$ cat src/rtl/mem_access_stage.sv
// -----------------------------------------------------------------------------
// mem_access_stage
//
// Memory pipeline stage that sits directly upstream of writeback.
//   - Accepts one instruction per cycle from execute while idle.
//   - Instructions with no memory operation retire one cycle after acceptance.
//   - Loads and stores go out over a req/ack data-memory handshake. Execute is
//     stalled for the whole access. If no ack arrives in time, the access is
//     abandoned with a one-cycle bus_error pulse.
//   - Writeback enable, address and data are registered. Register r0 is
//     hard-wired to zero, so it never receives a write pulse.
//
// Ports
//   gclk_i, reset_i           clock (rising edge); synchronous active-high reset
//   ex_valid_i                execute presents an instruction this cycle
//   ex_alu_result_i           ALU result, also used as the memory address
//   ex_store_data_i           store data
//   ex_mem_read_i             instruction is a load
//   ex_mem_write_i            instruction is a store (wins over read)
//   ex_wb_enable_i            instruction writes a register
//   ex_wb_addr_i              destination register
//   mem_stall_o               execute must hold its ex_* outputs
//   dmem_req_o/we_o           memory request / 1 = write
//   dmem_addr_o/wdata_o       memory address / write data
//   dmem_rdata_i/ack_i        read data, valid together with ack
//   wb_enable_o               one-cycle register write pulse
//   wb_addr_o/wb_data_o       register write address / data
//   bus_error_o               one-cycle pulse on access timeout
// -----------------------------------------------------------------------------
//  state     | meaning
//  ----------+--------------------------------------------------------------
//  ST_IDLE   | accepting instructions from execute; dmem_ack is ignored
//  ST_ACCESS | memory request outstanding; execute stalled; timeout counting
// -----------------------------------------------------------------------------
module mem_access_stage #(
    parameter int WORD_WIDTH     = 16,
    parameter int REG_ADDR_WIDTH = 3,
    parameter int TIMEOUT_CYCLES = 15,
    parameter int CNT_WIDTH      = 4
) (
    input  logic                      gclk_i,
    input  logic                      reset_i,
    input  logic                      ex_valid_i,
    input  logic [WORD_WIDTH-1:0]     ex_alu_result_i,
    input  logic [WORD_WIDTH-1:0]     ex_store_data_i,
    input  logic                      ex_mem_read_i,
    input  logic                      ex_mem_write_i,
    input  logic                      ex_wb_enable_i,
    input  logic [REG_ADDR_WIDTH-1:0] ex_wb_addr_i,
    output logic                      mem_stall_o,
    output logic                      dmem_req_o,
    output logic                      dmem_we_o,
    output logic [WORD_WIDTH-1:0]     dmem_addr_o,
    output logic [WORD_WIDTH-1:0]     dmem_wdata_o,
    input  logic [WORD_WIDTH-1:0]     dmem_rdata_i,
    input  logic                      dmem_ack_i,
    output logic                      wb_enable_o,
    output logic [REG_ADDR_WIDTH-1:0] wb_addr_o,
    output logic [WORD_WIDTH-1:0]     wb_data_o,
    output logic                      bus_error_o
);

    typedef enum logic {
        ST_IDLE   = 1'b0,
        ST_ACCESS = 1'b1
    } state_e;

    localparam logic [CNT_WIDTH-1:0]      CNT_LAST = CNT_WIDTH'(TIMEOUT_CYCLES - 1);
    localparam logic [REG_ADDR_WIDTH-1:0] REG_ZERO = '0;

    state_e                    state_q, state_d;
    logic                      mem_stall_q, mem_stall_d;
    logic                      dmem_req_q, dmem_req_d;
    logic                      dmem_we_q, dmem_we_d;
    logic [WORD_WIDTH-1:0]     dmem_addr_q, dmem_addr_d;
    logic [WORD_WIDTH-1:0]     dmem_wdata_q, dmem_wdata_d;
    logic                      wb_enable_q, wb_enable_d;
    logic [REG_ADDR_WIDTH-1:0] wb_addr_q, wb_addr_d;
    logic [WORD_WIDTH-1:0]     wb_data_q, wb_data_d;
    logic                      bus_error_q, bus_error_d;
    logic [CNT_WIDTH-1:0]      cnt_q, cnt_d;
    // Writeback fields of the instruction whose memory access is in flight.
    logic                      pend_wb_en_q, pend_wb_en_d;
    logic [REG_ADDR_WIDTH-1:0] pend_wb_addr_q, pend_wb_addr_d;

    always_comb begin
        state_d        = state_q;
        dmem_req_d     = dmem_req_q;
        dmem_we_d      = dmem_we_q;
        dmem_addr_d    = dmem_addr_q;
        dmem_wdata_d   = dmem_wdata_q;
        wb_enable_d    = 1'b0;
        wb_addr_d      = wb_addr_q;
        wb_data_d      = wb_data_q;
        bus_error_d    = 1'b0;
        cnt_d          = cnt_q;
        pend_wb_en_d   = pend_wb_en_q;
        pend_wb_addr_d = pend_wb_addr_q;

        case (state_q)
            ST_IDLE: begin
                if (ex_valid_i) begin
                    if (ex_mem_read_i || ex_mem_write_i) begin
                        state_d        = ST_ACCESS;
                        dmem_req_d     = 1'b1;
                        // A read+write combination is issued as a store.
                        dmem_we_d      = ex_mem_write_i;
                        dmem_addr_d    = ex_alu_result_i;
                        dmem_wdata_d   = ex_store_data_i;
                        cnt_d          = '0;
                        pend_wb_en_d   = ex_wb_enable_i;
                        pend_wb_addr_d = ex_wb_addr_i;
                    end else begin
                        wb_enable_d = ex_wb_enable_i && (ex_wb_addr_i != REG_ZERO);
                        wb_addr_d   = ex_wb_addr_i;
                        wb_data_d   = ex_alu_result_i;
                    end
                end
            end

            ST_ACCESS: begin
                // Ack takes priority over the timeout on the last allowed cycle.
                if (dmem_ack_i) begin
                    state_d    = ST_IDLE;
                    dmem_req_d = 1'b0;
                    cnt_d      = '0;
                    if (!dmem_we_q) begin
                        wb_enable_d = pend_wb_en_q && (pend_wb_addr_q != REG_ZERO);
                        wb_addr_d   = pend_wb_addr_q;
                        wb_data_d   = dmem_rdata_i;
                    end
                end else if (cnt_q == CNT_LAST) begin
                    state_d     = ST_IDLE;
                    dmem_req_d  = 1'b0;
                    bus_error_d = 1'b1;
                    cnt_d       = '0;
                end else begin
                    cnt_d = cnt_q + 1'b1;
                end
            end

            default: begin
                state_d    = ST_IDLE;
                dmem_req_d = 1'b0;
                cnt_d      = '0;
            end
        endcase

        mem_stall_d = (state_d == ST_ACCESS);
    end

    always_ff @(posedge gclk_i) begin
        if (reset_i) begin
            state_q        <= ST_IDLE;
            mem_stall_q    <= 1'b0;
            dmem_req_q     <= 1'b0;
            dmem_we_q      <= 1'b0;
            dmem_addr_q    <= '0;
            dmem_wdata_q   <= '0;
            wb_enable_q    <= 1'b0;
            wb_addr_q      <= '0;
            wb_data_q      <= '0;
            bus_error_q    <= 1'b0;
            cnt_q          <= '0;
            pend_wb_en_q   <= 1'b0;
            pend_wb_addr_q <= '0;
        end else begin
            state_q        <= state_d;
            mem_stall_q    <= mem_stall_d;
            dmem_req_q     <= dmem_req_d;
            dmem_we_q      <= dmem_we_d;
            dmem_addr_q    <= dmem_addr_d;
            dmem_wdata_q   <= dmem_wdata_d;
            wb_enable_q    <= wb_enable_d;
            wb_addr_q      <= wb_addr_d;
            wb_data_q      <= wb_data_d;
            bus_error_q    <= bus_error_d;
            cnt_q          <= cnt_d;
            pend_wb_en_q   <= pend_wb_en_d;
            pend_wb_addr_q <= pend_wb_addr_d;
        end
    end

    assign mem_stall_o  = mem_stall_q;
    assign dmem_req_o   = dmem_req_q;
    assign dmem_we_o    = dmem_we_q;
    assign dmem_addr_o  = dmem_addr_q;
    assign dmem_wdata_o = dmem_wdata_q;
    assign wb_enable_o  = wb_enable_q;
    assign wb_addr_o    = wb_addr_q;
    assign wb_data_o    = wb_data_q;
    assign bus_error_o  = bus_error_q;

endmodule

$ cat config.mk
export PLATFORM = sky130hd
export DESIGN_NAME = mem_access_stage
export DESIGN_NICKNAME = d
export VERILOG_FILES = /design/src/rtl/mem_access_stage.sv
export SDC_FILE = /design/constraint.sdc
export NUM_CORES = 1
export LEC_CHECK = 0
export BUFFER_PORTS_ARGS = -buffer_cell sky130_fd_sc_hd__buf_2
export CAP_MARGIN = 20
export CORE_MARGIN = 1
export CORE_UTILIZATION = 51
export DETAILED_ROUTE_END_ITERATION = 7
export PLACE_DENSITY = 0.84
export SLEW_MARGIN = 30
export SYNTH_ARGS = -nofsm -noshare
export SYNTH_HDL_FRONTEND = slang
export SYNTH_SLANG_ARGS = --single-unit
$ cat constraint.sdc
create_clock -name gclk_i -period 2.08 [get_ports gclk_i]
set_input_delay 0.208 -clock gclk_i [delete_from_list [all_inputs] [get_ports gclk_i]]
set_output_delay 0.208 -clock gclk_i [all_outputs]
set_load 0.02 [all_outputs]
==> results of run 1 <==
## worst reg2reg max path, delay by kind of cell (launching register included)
kind	cells	cell delay, ps
buf+inv	1	330
flops	1	500
simple gates	2	650
compound gates	1	190
## stage by stage
step / cells / area (sq um) / worst slack, ps / total power [mW]
CTS: 482 / 3530 / 333 / 2.97
floorplan: 304 / 2750 / 679 / 1.73
detailed placement: 466 / 3320 / 345 / 1.91
finish: 482 / 3530 / 324 / 2.96
global route: 482 / 3530 / 91.3 / 3.09
global placement: 466 / 3320 / 404 / 1.90
## path summary, 6_finish.rpt
path                                                    from                           end  slack (ps)  cells past startpoint
worst max-delay path                  mem_stall_o$_SDFF_PP0_         cnt_q[2]$_SDFFE_PP0P_         320                      4
worst min-delay path                      ex_store_data_i[9]  dmem_wdata_o[9]$_SDFFE_PP0P_         120                      3
worst max register to register        mem_stall_o$_SDFF_PP0_         cnt_q[2]$_SDFFE_PP0P_         320                      4
worst min register to register  dmem_wdata_o[6]$_SDFFE_PP0P_  dmem_wdata_o[6]$_SDFFE_PP0P_         480                      2
## power by group through the flow
stage | logic (mW) | clock network, mW | registers, mW
6_report | 0.545 | 1.07 | 1.35
5_1_grt | 0.591 | 1.14 | 1.36
4_1_cts | 0.544 | 1.08 | 1.35
3_5_place_dp | 0.541 | 0 | 1.37
3_3_place_gp | 0.529 | 0 | 1.37
2_1_floorplan | 0.265 | 0 | 1.46
## state kept, by name, indices dropped and copies added (netlist names)
| name | cells |
|---|---|
| cnt_q | 4 |
| bus_error_o | 1 |
| wb_data_o | 16 |
| wb_addr_o | 3 |
| pend_wb_en_q | 1 |
| dmem_we_o | 1 |
| dmem_addr_o | 16 |
| pend_wb_addr_q | 3 |
| dmem_req_o | 1 |
| mem_stall_o | 1 |
| dmem_wdata_o | 16 |
| wb_enable_o | 1 |
## synthesized netlist by cell type, drive strengths merged (3+ instances only)
cell     n  area share (%)
buf     18             4.0
nor3    19             3.5
a211oi  19             7.0
dfxtp   64              47
nand3   41             7.5
o21ai   40             7.3
mux2i   19             6.9
a21oi   39             7.1
inv      3            0.41
nor2     3            0.41
clkbuf  14             2.0
## cell type report
type,count,area [sq um]
clock buffer,15,196
inverter,3,11.3
sequential,64,1280
multi-input combinational,205,1300
tap,70,87.6
fill,440,1610
timing repair buffer,124,648
clock inverter,1,7.51
## kinds of logic after synthesis
| family | count (synthesis) |
|---|---|
| AOI/OAI and AO/OA | 106 |
| adders and majority gates | 2 |
| buffers and inverters | 35 |
| DFF | 64 |
| muxes | 19 |
| and+or+nand+nor | 78 |
## per-layer routing
layer  global-route usage [%]  vias up
met2                     45.1       97
met3                     4.89       10
met4                     12.3        0
li1                         -     1322
met5                        0        -
met1                     32.4     1307
## cell usage in the layout, fill, tap and decap left out, drive strengths merged, types with 2 or more instances in the layout
| master | n |
|---|---|
| nand2 | 2 |
| nor2b | 2 |
| ha | 2 |
| nand2b | 2 |
| mux2i | 19 |
| inv | 3 |
| nor2 | 3 |
| a21oi | 39 |
| clkbuf | 15 |
| o21ai | 40 |
| a211oi | 19 |
| nand3 | 41 |
| nor3b | 2 |
| buf | 124 |
| nor3 | 19 |
| o31ai | 2 |
| dfxtp | 64 |
| or2 | 2 |
==> impl_metrics.yaml, run 1 <==
run_status:
  status: "complete, no violations"
sta:
  period_share_pct: 84.4
  timing.fmax_mhz: 570
  whs_ps: 116
  finalSetupViolations: 0
  unrepaired_setup_endpoints_after_global_routing: "false"
  fin_skew_ps: 12.6
  timing.final.hold_violations: 0
  setup-tns-final_ps: 0
  slew_violations: 0
  transition_time_at_the_pin_with_the_least_slew_margin_ps: 844
  worst_slew_margin_rel_pct: 43.7
  finalCriticalPeriod_ps: 1760
setup_path:
  timing.critical_path.to_type: "register"
  slowest_stage: "dfxtp_1"
  timing.critical_path.from_type: "register"
  timing.critical_path.fanout_max: 17
  setup.worst_path.class: "register to register"
  critical_path_data_arrival_time_ps: 2010
  data_required_time_of_the_critical_path_ps: 2330
  critical_path.cell_chain: "buf_4 > nor3b_1 > nand2_1 > o211ai_1"
  critical_path.max_stage_delay_ps: 500
  critPathBufInv: 1
  critical_path.top_delay_family: "simple AND/OR/NAND/NOR gates"
finish:
  fraction_of_layout_cells_with_a_size_suffix_above_1_pct: 37.1
  finish.net_count: 467
  syn_to_final_growth_pct: 28.3
  fin_util_pct: 68.6
  antenna_cells: 0
power:
  internal_power_mw: 2.11
  total_switching_power_mw: 0.854
  power.share.combinational_pct: 18.4
  leakage_dissipation_nw: 1.52
  power_per_cell_area_mw_per_mm2: 840
  power.switching_fraction_pct: 28.8
  p_seq_share_pct: 45.5
  clock_power_share_pct: 36.1
  max-vdd-ir-drop_uv: 550
placement:
  dpl.hpwl_microns: 4960
  last_weighted_congestion_value_of_the_routability_driven_placer: 0.912
  port-buffer-count: 113
drt:
  dr_wl_met3_microns: 402
  drtAntennaViolNets: 0
  remaining_drc_errors: 0
  drtIter0Drc: 175
  viasPerCell: 5.68
  vias: 2736
  routed_wirelength_microns: 7480
  detailroute.wirelength.met2_microns: 3770
  post_drt_wl_per_cell_microns: 15.5
  top_layer: "met4"
  wl_met1_microns: 3220
  firstDrtPassIters: 4
cts:
  post-cts-setup-buffers: 0
  post_cts_hold_buffer_count: 0
  bufs_on_longest_clock_path: 2
  post_cts_resize_count: 0
  worst_skew_pair.late_latency_ps: 340
  clock_sinks: 64
  cts-htree-levels: 3
  cts-root-buf: "clkbuf_8"
  clkTransAtPathRegs_ps: 70
  cts_inserted_buffers: 9
  tritoncts: "built"
synth:
  netlist-cell-type-count: 35
  synth_top_flop_cell: "dfxtp_1"
  synth_compound_gate_area_share_pct: 23.6
  synth_edf_count: 0
  synth.ff_latch_count: 64
  muxShareOfSynthArea_pct: 6.92
  synth.net_count: 364
  yosys_warnings: 0
  syn_inst: 304
  post_synth_adder_cell_area_pct: 0.910
  post_synth_and_or_nand_nor_area_fraction_pct: 15.6
  post_synth_xor_area_fraction_pct: 0
  seq_area_frac_synth_pct: 46.6
  synthesis.area_sq_mm: 0.00275
  synth_area_per_cell_sq_um: 9.05
  synth_top_family_by_area: "compound AO/OA/AOI/OAI gates"
  synth-async-reset-ratio_pct: 0
die:
  initial_util_pct: 53.5
  floorplan.die.height_microns: 75.4
  dieArea_sq_mm: 0.00569
  core_area_sq_mm: 0.00514
  placementRows: 26
  die_w_microns: 75.4
  ios: 114
global_routing:
  grt_max_degree: 47
  grt_first_pass_wirelength_microns: 11200
  first_global_vias: 2471
  grt_antenna_before_repair: 0
  grt.total_usage_pct: 26.5
  grt_overflow: 0
hold_path:
  hp-class: "input port to register"
run:
  max_cap_violations: 0
Note: power is estimated with default switching activity, not from simulation.
==> run 2: changes to the inputs <==
Settings changed: CORE_UTILIZATION 51 to 48, PLACE_DENSITY 0.84 to 0.8.
Clock period 2.08 ns to 1.7 ns, I/O delays scaled along.
==> run 2 against run 1 <==
Against the previous run:
- core utilization is 3.8 points lower
- die area rose by 6.1%
- flip-flop and latch count unchanged
- clock skew shrank 7.2 ps
- largest power group unchanged
- final cell count is 1.5% higher
- global-route usage decreased by 2.7 points
- first-iteration DRC count decreased by 32%
- sequential power rose by 22%
==> impl_metrics.yaml, run 2 (synthesized netlist as in run 1, its figures left out) <==
cts:
  clock_sinks: 64
  cts-htree-levels: 3
  worst_skew_pair.late_latency_ps: 320
  clkTransAtPathRegs_ps: 70
  cts-root-buf: "clkbuf_8"
  bufs_on_longest_clock_path: 2
  post_cts_resize_count: 0
  post_cts_hold_buffer_count: 0
  post-cts-setup-buffers: 0
  tritoncts: "built"
  cts_inserted_buffers: 9
setup_path:
  critical_path.cell_chain: "buf_4 > buf_2"
  critPathBufInv: 2
  destination_of_the_worst_register_to_register_timing_path: "dmem_addr_o[14]$_SDFFE_PP0P_"
  timing.critical_path.to_type: "output port"
  slowest_stage: "dfxtp_1"
  timing.critical_path.fanout_max: 15
  setup.worst_path.class: "register to output port"
  critical_path_data_arrival_time_ps: 1390
  crit-reg2reg-launch: "mem_stall_o$_SDFF_PP0_"
  data_required_time_of_the_critical_path_ps: 1530
  timing.critical_path.from_type: "register"
  rr_worst_depth: 4
  critical_path_depth: 2
  critical_path.max_stage_delay_ps: 500
  critical_path.top_delay_family: "buffers and inverters"
  worst-r2r-setup-slack_ps: 320
drt:
  drtAntennaViolNets: 0
  remaining_drc_errors: 0
  post_drt_wl_per_cell_microns: 14.6
  vias: 2716
  drtIter0Drc: 119
  routed_wirelength_microns: 7130
  viasPerCell: 5.55
  firstDrtPassIters: 4
hold_path:
  hold_startpoint: "ex_store_data_i[14]"
  hp-class: "input port to register"
  hold_depth: 3
  hold_end: "dmem_wdata_o[14]$_SDFFE_PP0P_"
power:
  p_total_mw: 3.51
  total_switching_power_mw: 1.00
  power.share.combinational_pct: 19.3
  clock_power_share_pct: 33.7
  max-vdd-ir-drop_uv: 605
  p_seq_share_pct: 47.0
  leakage_dissipation_nw: 1.56
  power.switching_fraction_pct: 28.6
  power_per_cell_area_mw_per_mm2: 982
  internal_power_mw: 2.51
sta:
  timing.final.hold_violations: 0
  finalSetupViolations: 0
  worst_slew_margin_rel_pct: 53.3
  slew_violations: 0
  period_share_pct: 91.7
  fin_skew_ps: 5.42
  unrepaired_setup_endpoints_after_global_routing: "false"
  setup-tns-final_ps: 0
  transition_time_at_the_pin_with_the_least_slew_margin_ps: 701
  finalCriticalPeriod_ps: 1560
  timing.fmax_mhz: 641
  whs_ps: 92.2
global_routing:
  grt_first_pass_wirelength_microns: 11400
  grt_overflow: 0
  grt_antenna_before_repair: 0
  grt_max_degree: 51
  grt.total_usage_pct: 23.7
  first_global_vias: 2519
placement:
  dpl.hpwl_microns: 4980
  port-buffer-count: 113
  last_weighted_congestion_value_of_the_routability_driven_placer: 0.769
run:
  max_cap_violations: 0
die:
  floorplan.die.height_microns: 77.7
  initial_util_pct: 49.9
  die_w_microns: 77.7
  ios: 114
  dieArea_sq_mm: 0.00604
  placementRows: 27
  core_area_sq_mm: 0.00551
run_status:
  status: "complete, no violations"
finish:
  syn_to_final_growth_pct: 29.9
  antenna_cells: 0
  fraction_of_layout_cells_with_a_size_suffix_above_1_pct: 37.9
  layout.cells.most_common_list: "buf_2, dfxtp_1, nand3_1"
  layout_commonest_cell: "buf_2"
  nFillCells: 504
  finish.net_count: 472
[run 2: how the worst max path moves through the flow]
stage	startpoint	endpoint	slack, ps
2_1_floorplan	mem_stall_o$_SDFF_PP0_	wb_addr_o[0]$_SDFFE_PP0P_	300
3_3_place_gp	ex_mem_write_i	dmem_req_o$_SDFFE_PP0P_	370
3_5_place_dp	ex_mem_write_i	dmem_wdata_o[11]$_SDFFE_PP0P_	350
4_1_cts	mem_stall_o$_SDFF_PP0_	mem_stall_o	130
5_1_grt	mem_stall_o$_SDFF_PP0_	mem_stall_o	80
6_report	mem_stall_o$_SDFF_PP0_	mem_stall_o	140
[run 2: power groups by stage]
stage | Sequential, mW | Combinational, mW | Clock, mW
floorplan | 1.79 | 0.325 | 0
global placement | 1.68 | 0.663 | 0
detailed placement | 1.68 | 0.678 | 0
CTS | 1.65 | 0.680 | 1.21
global route | 1.66 | 0.733 | 1.28
finish | 1.65 | 0.677 | 1.18
[run 2: layout make-up]
class	instances	area, sq um	share of cell area [%]
multi-input combinational	205	1300	36.3
sequential	64	1280	35.9
timing repair buffer	129	711	19.9
clock buffer	13	169	4.73
tap	72	90.1	2.52
clock inverter	3	15.0	0.420
inverter	3	11.3	0.315
[run 2: worst reg2reg max path, stage by stage, from the launching register on]
cell and delay (ps):
dfxtp_1 500, nand2b_1 340, buf_12 220, o21ai_0 100
a21oi_1 150
[run 2: metrics by stage]
stage	area [sq um]	setup slack, ps	util, %	cells
2_1_floorplan	2750	299	-	304
3_3_place_gp	3390	371	61.6	473
3_5_place_dp	3390	350	61.6	473
4_1_cts	3570	129	64.9	489
5_1_grt	3570	82.3	64.9	489
6_report	3570	140	64.9	489
[run 2: metal layers]
layer,GRT usage [%],vias up,share of wire (%)
met5,0,-,0
met4,9.43,0,1.3
met3,4.12,8,3.9
met1,28.9,1310,44
met2,41.2,73,50
li1,-,1325,-
